## src/rtl/ext_bus_pkg.sv

```systemverilog
// ext_bus_pkg: shared types and constants
// for the external bus target.
package ext_bus_pkg;

    typedef enum logic [2:0] {
        IDLE,
        RD_ISSUE,
        RD_DATA,
        RD_HOLD,
        WR_ARM,
        WR_PULSE,
        WR_DONE,
        ERR_WAIT
    } state_t;

    localparam logic [2:0] ERR_NONE     = 3'd0;
    localparam logic [2:0] ERR_DUAL_CE  = 3'd1;
    localparam logic [2:0] ERR_OE_WR    = 3'd2;
    localparam logic [2:0] ERR_NO_CE    = 3'd3;
    localparam logic [2:0] ERR_TIMEOUT  = 3'd4;
    localparam logic [2:0] ERR_WR_ABORT = 3'd5;

    localparam logic SPACE_PROG = 1'b0;
    localparam logic SPACE_DATA = 1'b1;

endpackage

```

## src/rtl/ext_bus_chk.sv

```systemverilog
// ext_bus_chk: per-cycle strobe violation
// decode plus CE-low timeout counter.
module ext_bus_chk
    import ext_bus_pkg::*;
#(
    parameter int MAX_CYC = 10
) (
    input  logic       Clock_In,
    input  logic       RESET,
    input  logic       pce_n,
    input  logic       dce_n,
    input  logic       oe_n,
    input  logic       wr_n,
    input  logic       cnt_clr,
    output logic [2:0] err
);

    localparam logic [3:0] LIMIT = 4'(MAX_CYC);

    logic       ce_low;
    logic [3:0] cnt;
    logic [3:0] base;
    logic [3:0] cnt_nxt;

    assign ce_low = !pce_n || !dce_n;
    // cnt holds prior consecutive CE-low samples
    assign base = cnt_clr ? 4'd0 : cnt;

    // saturating count of consecutive CE-low samples
    always_comb begin
        cnt_nxt = 4'd0;
        if (ce_low)
            cnt_nxt = (base == 4'hF) ? 4'hF : base + 4'd1;
    end

    // timeout counter register
    always_ff @(posedge Clock_In or posedge RESET) begin
        if (RESET)
            cnt <= 4'd0;
        else
            cnt <= cnt_nxt;
    end

    // prioritised violation decode for this sample
    always_comb begin
        err = ERR_NONE;
        if (!pce_n && !dce_n)
            err = ERR_DUAL_CE;
        else if (!oe_n && !wr_n)
            err = ERR_OE_WR;
        else if (!ce_low && (!oe_n || !wr_n))
            err = ERR_NO_CE;
        else if (ce_low && base >= LIMIT)
            err = ERR_TIMEOUT;
    end

endmodule

```

## src/rtl/ext_bus_target.sv

```systemverilog
// ext_bus_target: turns external bus cycles
// into single-cycle memory port requests.
module ext_bus_target
    import ext_bus_pkg::*;
#(
    parameter int AW      = 16,
    parameter int MAX_CYC = 10
) (
    input  logic          Clock_In,
    input  logic          RESET,
    input  logic          PCE_n,
    input  logic          DCE_n,
    input  logic          OE_n,
    input  logic          WR_n,
    input  logic [AW-1:0] ADDR,
    input  logic [7:0]    DATA_IN,
    output logic [7:0]    DATA_OUT,
    output logic          DATA_OE,
    output logic          mem_req,
    output logic          mem_we,
    output logic          mem_space,
    output logic [AW-1:0] mem_addr,
    output logic [7:0]    mem_wdata,
    input  logic [7:0]    mem_rdata,
    input  logic          err_clr,
    output logic [2:0]    err_code
);

    state_t     state;
    logic [7:0] rd_q;
    logic [7:0] wr_q;
    logic [2:0] chk_err;
    logic [2:0] err_now;
    logic       ce_one;
    logic       all_high;
    logic       space;

    assign ce_one   = PCE_n ^ DCE_n;
    assign all_high = PCE_n && DCE_n && OE_n && WR_n;
    assign space    = !DCE_n ? SPACE_DATA : SPACE_PROG;

    ext_bus_chk #(
        .MAX_CYC(MAX_CYC)
    ) u_chk (
        .Clock_In(Clock_In),
        .RESET   (RESET),
        .pce_n   (PCE_n),
        .dce_n   (DCE_n),
        .oe_n    (OE_n),
        .wr_n    (WR_n),
        .cnt_clr (state == IDLE),
        .err     (chk_err)
    );

    // a CE release mid-write overrides the no-CE strobe error
    always_comb begin
        err_now = chk_err;
        if (state == WR_PULSE && PCE_n && DCE_n)
            err_now = ERR_WR_ABORT;
    end

    // read data: live during RD_DATA, held afterwards
    always_comb begin
        DATA_OUT = 8'h00;
        case (state)
            RD_DATA: DATA_OUT = mem_rdata;
            RD_HOLD: DATA_OUT = rd_q;
            default: DATA_OUT = 8'h00;
        endcase
    end

    // bus cycle FSM with registered outputs
    always_ff @(posedge Clock_In or posedge RESET) begin
        if (RESET) begin
            state     <= IDLE;
            DATA_OE   <= 1'b0;
            mem_req   <= 1'b0;
            mem_we    <= 1'b0;
            mem_space <= SPACE_PROG;
            mem_addr  <= '0;
            mem_wdata <= 8'h00;
            err_code  <= ERR_NONE;
            rd_q      <= 8'h00;
            wr_q      <= 8'h00;
        end else begin
            mem_req <= 1'b0;
            mem_we  <= 1'b0;
            if (!WR_n)
                wr_q <= DATA_IN;
            if (err_now != ERR_NONE &&
                (err_code == ERR_NONE || err_clr))
                err_code <= err_now;
            else if (err_clr)
                err_code <= ERR_NONE;
            if (err_now != ERR_NONE) begin
                DATA_OE <= 1'b0;
                state   <= ERR_WAIT;
            end else begin
                case (state)
                    IDLE, WR_ARM: begin
                        if (ce_one) begin
                            mem_addr  <= ADDR;
                            mem_space <= space;
                            if (!OE_n) begin
                                mem_req <= 1'b1;
                                state   <= RD_ISSUE;
                            end else if (!WR_n) begin
                                state <= WR_PULSE;
                            end else begin
                                state <= WR_ARM;
                            end
                        end else begin
                            state <= IDLE;
                        end
                    end
                    RD_ISSUE: begin
                        DATA_OE <= 1'b1;
                        state   <= RD_DATA;
                    end
                    RD_DATA: begin
                        rd_q  <= mem_rdata;
                        state <= RD_HOLD;
                    end
                    RD_HOLD: begin
                        if (!ce_one || OE_n) begin
                            DATA_OE <= 1'b0;
                            state   <= all_high ? IDLE : ERR_WAIT;
                        end
                    end
                    WR_PULSE: begin
                        if (WR_n) begin
                            mem_req   <= 1'b1;
                            mem_we    <= 1'b1;
                            mem_wdata <= wr_q;
                            state     <= WR_DONE;
                        end
                    end
                    WR_DONE: begin
                        if (!ce_one)
                            state <= IDLE;
                    end
                    ERR_WAIT: begin
                        if (all_high)
                            state <= IDLE;
                    end
                    default: state <= IDLE;
                endcase
            end
        end
    end

endmodule

```

## config.mk

```make
export PLATFORM = sky130hd
export DESIGN_NAME = ext_bus_target
export DESIGN_NICKNAME = d
export VERILOG_FILES = /design/src/rtl/ext_bus_pkg.sv /design/src/rtl/ext_bus_chk.sv /design/src/rtl/ext_bus_target.sv
export SDC_FILE = /design/constraint.sdc
export NUM_CORES = 1
export LEC_CHECK = 0
export CAP_MARGIN = 20
export CELL_PAD_IN_SITES_DETAIL_PLACEMENT = 1
export CELL_PAD_IN_SITES_GLOBAL_PLACEMENT = 2
export CORE_ASPECT_RATIO = 0.8
export CORE_MARGIN = 4
export CORE_UTILIZATION = 27
export DETAILED_ROUTE_END_ITERATION = 16
export PLACE_DENSITY_LB_ADDON = 0.1
export SLEW_MARGIN = 20
export SYNTH_ARGS = -nofsm -noshare
export SYNTH_HDL_FRONTEND = slang
export SYNTH_HIERARCHICAL = 1
export SYNTH_SLANG_ARGS = --single-unit
```

## constraint.sdc

```tcl
create_clock -name Clock_In -period 3.1 [get_ports Clock_In]
set_input_delay 0.93 -clock Clock_In [delete_from_list [all_inputs] [get_ports Clock_In]]
set_output_delay 0.93 -clock Clock_In [all_outputs]
set_load 0.01 [all_outputs]
```

* Yosys cells after proc, flatten, opt, wreduce, memory -nomap -nowiden
Index checks and enable logic that the tools add are counted.
Storage, ports and cells: register bits after elaboration 54, bits in latches 0, memory bits (writable) 0, bits in read-only memories 0, input port bits 39, output and inout bits 39, memories kept 0
Operators by class: add/subtract/negate cells 1, multipliers 0, divide/modulo/power cells 0, order comparisons 1, equal/unequal tests 12, shifts and indexed selects 0, mux-type cells 32, bitwise operators 2, reductions and logical operators 31
Operators by type and width (count):
- 2-to-1 mux 3 bit | 15
- case mux 3 bit (7 select lines) | 1
- case mux 8 bit (2 select lines) | 1
- == test 3 bit, second input constant | 4
- 2-to-1 mux 4 bit | 3
- logical AND 1 bit | 10
- 2-to-1 mux 1 bit | 10
- != test 3 bit, second input constant | 3
- == test 3 x 2 -> 1 bit, second input constant | 2
- logical NOT 1 bit | 6
- logical NOT 3 bit | 2
- AND reduction 3 bit | 2
- nonzero test 3 bit | 2
- adder 4 x 1 -> 4 bit, second input constant | 1
- == test 4 bit, second input constant | 1
- greater-or-equal comparator 4 bit, second input constant | 1
- logical OR 1 bit | 4
- case mux 1 bit (2 select lines) | 2
- AND reduction 2 bit | 2
- AND reduction 4 bit | 1
- == test 3 x 1 -> 1 bit, second input constant | 1
- != test 3 x 2 -> 1 bit, second input constant | 1
- nonzero test 2 bit | 1
- OR reduction 2 bit | 1
- other kinds (2) | 2

* Longest topological paths before layout
depth after elaboration 12, mapped depth 13, gate-level depth less buffers 9

* Hierarchy
Netlist, hierarchy kept.
Modules (own cells, without submodules):
- ext_bus_target | instances 1, cells an instance 172, area each 2265.9 µm², seq. area each 1251.2 µm²
- ext_bus_chk | instances 1, cells an instance 33, area each 299.0 µm², seq. area each 100.1 µm²

* Worst setup path before layout
No wires, ideal clock.
path type flip-flop to flip-flop, from reg state[0], to reg rd_q[0], data arrival time 2.842 ns, data required time 2.975 ns, path slack 0.133 ns, stages on the path, launching flop included 12, period minus slack after synthesis 2.967 ns, path through dfrtp_1 clkbuf_1 buf_2 nor3_1 nor2b_1 ha_1 nor3_1 nor4_2 or3_4 or3_1 buf_6 mux2_4
Between the ends: word-level cells in the longest chain between the ends 12, elaborated cells between the ends (all ways) 16, classes of those cells 1 x order compare; 2 x eq/ne; 6 x mux; 1 x bitwise; 6 x reduce/logical
RTL lines:
- from (decl) | line ext_bus_target.sv:29 | state_t state;
- from (signal assigned) | line ext_bus_target.sv:127 | state <= all_high ? IDLE : ERR_WAIT;
- logical NOT 3 bit | line ext_bus_target.sv:51 | .cnt_clr (state == IDLE),
- 2-to-1 mux 4 bit | line ext_bus_chk.sv:27 | assign base = cnt_clr ? 4'd0 : cnt;
- greater-or-equal comparator 4 bit | line ext_bus_chk.sv:53 | else if (ce_low && base >= LIMIT)
- logical AND 1 bit | line ext_bus_chk.sv:53
- 2-to-1 mux 3 bit | line ext_bus_chk.sv:53
- 2-to-1 mux 3 bit | line ext_bus_chk.sv:51 | else if (!ce_low && (!oe_n || !wr_n))
- 2-to-1 mux 3 bit | line ext_bus_chk.sv:49 | else if (!oe_n && !wr_n)
- 2-to-1 mux 3 bit | line ext_bus_chk.sv:47 | if (!pce_n && !dce_n)
- net chk_err[2] | line ext_bus_target.sv:32 | logic [2:0] chk_err;
- 2-to-1 mux 3 bit | line ext_bus_target.sv:58 | if (state == WR_PULSE && PCE_n && DCE_n)
- nonzero test 3 bit | line ext_bus_target.sv:95 | if (err_now != ERR_NONE) begin
- inverter 1 bit (no source line)
- AND reduction 2 bit (no source line)
- to (signal assigned) | line ext_bus_target.sv:121 | rd_q <= mem_rdata;
- to (decl) | line ext_bus_target.sv:30 | logic [7:0] rd_q;
The timed path passes the listed nets, and every way through them passes these cells. A chain may end at the register's enable or synchronous reset.

* Final worst setup path
from in mem_rdata[5], to out DATA_OUT[5]
Between the ends: word-level cells in the longest chain between the ends 1
RTL lines:
- from (decl) | line ext_bus_target.sv:24 | input logic [7:0] mem_rdata,
- case mux 8 bit (2 select lines) | line ext_bus_target.sv:65 | case (state)
- to (decl) | line ext_bus_target.sv:17 | output logic [7:0] DATA_OUT,
No other way between the ends.

==> summary.md <==
| Metric | Value |
|---|---|
| Unrepaired setup endpoints after global routing | false |
| Clock buffers created by TritonCTS | 5 |
| Site row count | 31 |
| Grt ovf | 0 |
| Clock insertion delay at the later pin of the skew report | 290 ps |
| Slowest stage delay, CP | 550 ps |
| Number of nets still failing antenna checks after routing | 0 |
| Net count after synthesis | 247 |
| Via Count | 1872 |
| Buffers inserted by post-CTS timing repair | 0 |
| P&R area growth vs syn | 45.9% |
| Slack of the worst reg-to-reg path | 380 ps |
| Most area-hungry cell type in the Yosys netlist | dfrtp_1 |
| Final WL | 6390 um |
| Total area of multi-input combinational cells | 1100 sq um |
| Max-slew violation total from the final report | 0 |
| Worst-case vdd ir drop | 0.196 mV |
| Post-synth top area share | 52.7% |
| Worst setup path end | DATA_OUT[5] |
| Power density over cell area | 539 nW/um^2 |
| Area of the core | 9150 sq um |
| Share of cells above drive strength 1 | 25.8% |
| DRC violations left | 0 |
| Cell at the root of the clock tree | clkbuf_16 |
| Result of the run | finished, final reports clean |
| Warnings, synthesis | 6 |
| Dominant cell type by count on the critical path | clkdlybuf4s50_1 |
| Met2 Resource Use GR | 18.4% |
| Die footprint | 11100 sq um |
| Worst setup slack after placement | -261 ps |
| RePlAce Congestion | 0.770 |
| Placed cell areas | 3570 sq um |
| Dominant cells by area after synthesis | dfrtp_1, mux2_2, mux2_4 |
| Post-detailed-placement half-perimeter wirelength | 4720 um |
| Post-Syn Area per Cell | 12.5 sq um |
| Combined area of all synthesized cells | 2560 sq um |
| Horiz. Die Dim | 117 um |
| Most congested layer reported by global routing | met2 |
| Fillcell total | 1000 |
| Overall Global Routing Usage | 12.4% |
| Setup Viol. Count Final | 0 |
| Met3 layer usage reported by global route | 5.84% |
| Die H | 95.2 um |
| WS Path Type | in2out |
| Initial Utilization | 28.0% |
| Reg area | 1350 sq um |
| Startpoint kind of the worst setup timing path | input pin |
| Minimum clock period after layout | 3050 ps |
| Worst setup EP type | output pin |
| First-pass DRT Iterations | 4 |
| Largest net degree at the start of global routing | 51 |
| Iter 0 DRT Violations | 45 |
| Top-Level Pins | 78 |
| List of most frequent post-synthesis cells | dfrtp_1, mux2_2, nor2_1, mux2_4, inv_1 |
| Sinks on the clock net | 54 |
| CTS tree | built |
| Final worst path period share | 98.5% |
| Number of synthesized register bits | 54 |
| First element of the critical path | mem_rdata[5] |
| Number of diodes added for antenna fixing | 0 |
| Clock skew | 5.52 ps |
| Max Buffers Root-to-Sink | 2 |
| Series of cell instances along the critical path | clkdlybuf4s50_1, mux2i_1, nor2_1, clkdlybuf4s50_1 |
| Number of max-capacitance violations reported | 0 |
| Per-cell via count in the routed design | 4.53 |
| Wirelength per Cell | 15.5 um |
| Worst hold stages | 2 |
| Clock-pin slew on the worst setup and hold paths | 70 ps |
| Transition time at the pin with the least slew margin | 489 ps |
| Slack of the critical path | 46.8 ps |
| Async set-or-reset flop fraction in the synthesized netlist | 100% |
| Post-Syn Instances | 205 |
| Peak fanout along the critical path | 2 |
| Worst Path Required | 2170 ps |
| Reg2reg path depth | 9 |
| Initial antenna violation count | 0 |
| Number of global-route vias before repair | 2106 |
| Worst max-slew margin expressed relative to the limit | 67.4% |
| Distinct cells, synth | 46 |
| Post-synth EDFFs | 0 |
| Count of buffers inserted at the top-level ports | 77 |
| Reg-to-reg critical path endpoint | rd_q[7]$_DFFE_PP0P_ |
| Top-count cell post-synth | dfrtp_1 |
| Slowest-stage cell, CP | clkdlybuf4s50_1 |
| Nets | 339 |
| Number of failing hold endpoints at the final stage | 0 |
| Met1 usage | 16.3% |
| Most instantiated flip-flop cell in the synthesis netlist | dfrtp_1 |
| Total non-filler cell area in the finished layout | 3740 sq um |
| Seq/Total Area, Yosys | 52.7% |
| Static leakage | 1.84 nW |
| H-tree depth | 2 |
| Critical path data arrival time | 2120 ps |
| Launch instance of the worst register-to-register path | state[0]$_DFFE_PP0P_ |
| Min-delay worst type | reg2reg |
| Peak Freq | 0.328 GHz |
| Global-route wire length before repair | 10600 um |
==> cell usage in the layout, fill, tap and decap left out, drive strengths merged, types with 2 or more instances in the layout <==
| cell type | synthesis | layout |
|---|---|---|
| dfrtp | 54 | 54 |
| nand3 | 5 | 5 |
| a31oi | 3 | 3 |
| o21ai | 7 | 7 |
| buf | 8 | 18 |
| and2 | 2 | 2 |
| dlymetal6s2s | 0 | 6 |
| nor3 | 4 | 4 |
| clkbuf | 2 | 6 |
| ha | 3 | 3 |
| nand2 | 7 | 7 |
| o22ai | 3 | 3 |
| nand2b | 2 | 2 |
| clkdlybuf4s50 | 0 | 69 |
| dlygate4sd2 | 0 | 2 |
| inv | 10 | 11 |
| or3 | 3 | 3 |
| mux2 | 40 | 40 |
| nor2b | 6 | 6 |
| and3 | 2 | 2 |
| nor2 | 16 | 16 |
| o211ai | 2 | 2 |
| a21oi | 3 | 3 |
| mux2i | 8 | 8 |
==> critical path: cells and delay by family <==
kind,cells,cell delay [ps]
buffers and inverters,2,1030
and+or+nand+nor,1,100
muxes,1,70
==> power breakdown <==
part	internal, W	switching, W
sequential	0.000816	0.0000658
combinational	0.000320	0.000228
clock	0.000325	0.000261
==> cells by family after synthesis <==
kind of cell / count (synthesis) / share of synthesized area (%)
flip-flops: 54 / 52.7
AND/OR/NAND/NOR: 53 / 11.3
multiplexers: 48 / 22.3
AO/OA/AOI/OAI: 27 / 7.76
buffers and inverters: 20 / 4.54
adder cells (fa/ha/maj): 3 / 1.46
==> worst min path at each step <==
stage                               endpoint  slack, ps                   from
finish                 mem_space$_DFFE_PP0P_        490  mem_space$_DFFE_PP0P_
CTS                    mem_space$_DFFE_PP0P_        500  mem_space$_DFFE_PP0P_
detailed placement     mem_space$_DFFE_PP0P_        480  mem_space$_DFFE_PP0P_
global route        mem_wdata[2]$_DFFE_PP0P_        520    wr_q[2]$_DFFE_PP0N_
global placement       mem_space$_DFFE_PP0P_        470  mem_space$_DFFE_PP0P_
floorplan           mem_wdata[0]$_DFFE_PP0P_        470    wr_q[0]$_DFFE_PP0N_
==> routing by layer <==
metal | wire [um] | vias up
met5 | 0 | -
met4 | 55 | 0
met3 | 594 | 5
met2 | 2840 | 50
met1 | 2900 | 916
li1 | - | 901
==> registers in the layout, summed over array words and instances (netlist names) <==
register / count
DATA_OE: 1
mem_space: 1
mem_we: 1
state: 3
mem_req: 1
err_code: 3
rd_q: 8
u_chk/cnt: 4
wr_q: 8
mem_addr: 16
mem_wdata: 8
==> cell type report <==
cell class / instances / area share, %
inverter: 10 / 1.00
sequential: 54 / 36.1
clock buffer: 6 / 3.71
timing repair buffer: 95 / 25.6
tap: 115 / 3.85
clock inverter: 2 / 0.435
multi-input combinational: 131 / 29.3
==> metrics by stage <==
stage                     TNS (ps)  utilization (%)  hold slack (ps)  total power (W)  std cells
after floorplan                  0                -              475          0.00118        205
after global placement       -4070             39.0              474          0.00145        405
after detailed placement     -5280             39.0              483          0.00145        405
after CTS                        0             40.7              500          0.00206        413
after global routing             0             40.9              523          0.00215        413
final                            0             40.9              489          0.00202        413
==> timing repair <==
action	in CTS	in global routing
setup endpoints to repair	2	11
gates cloned	0	0
gates resized for setup	2	6
hold buffers	0	0
No activity file was read; power rests on OpenSTA's default activity.
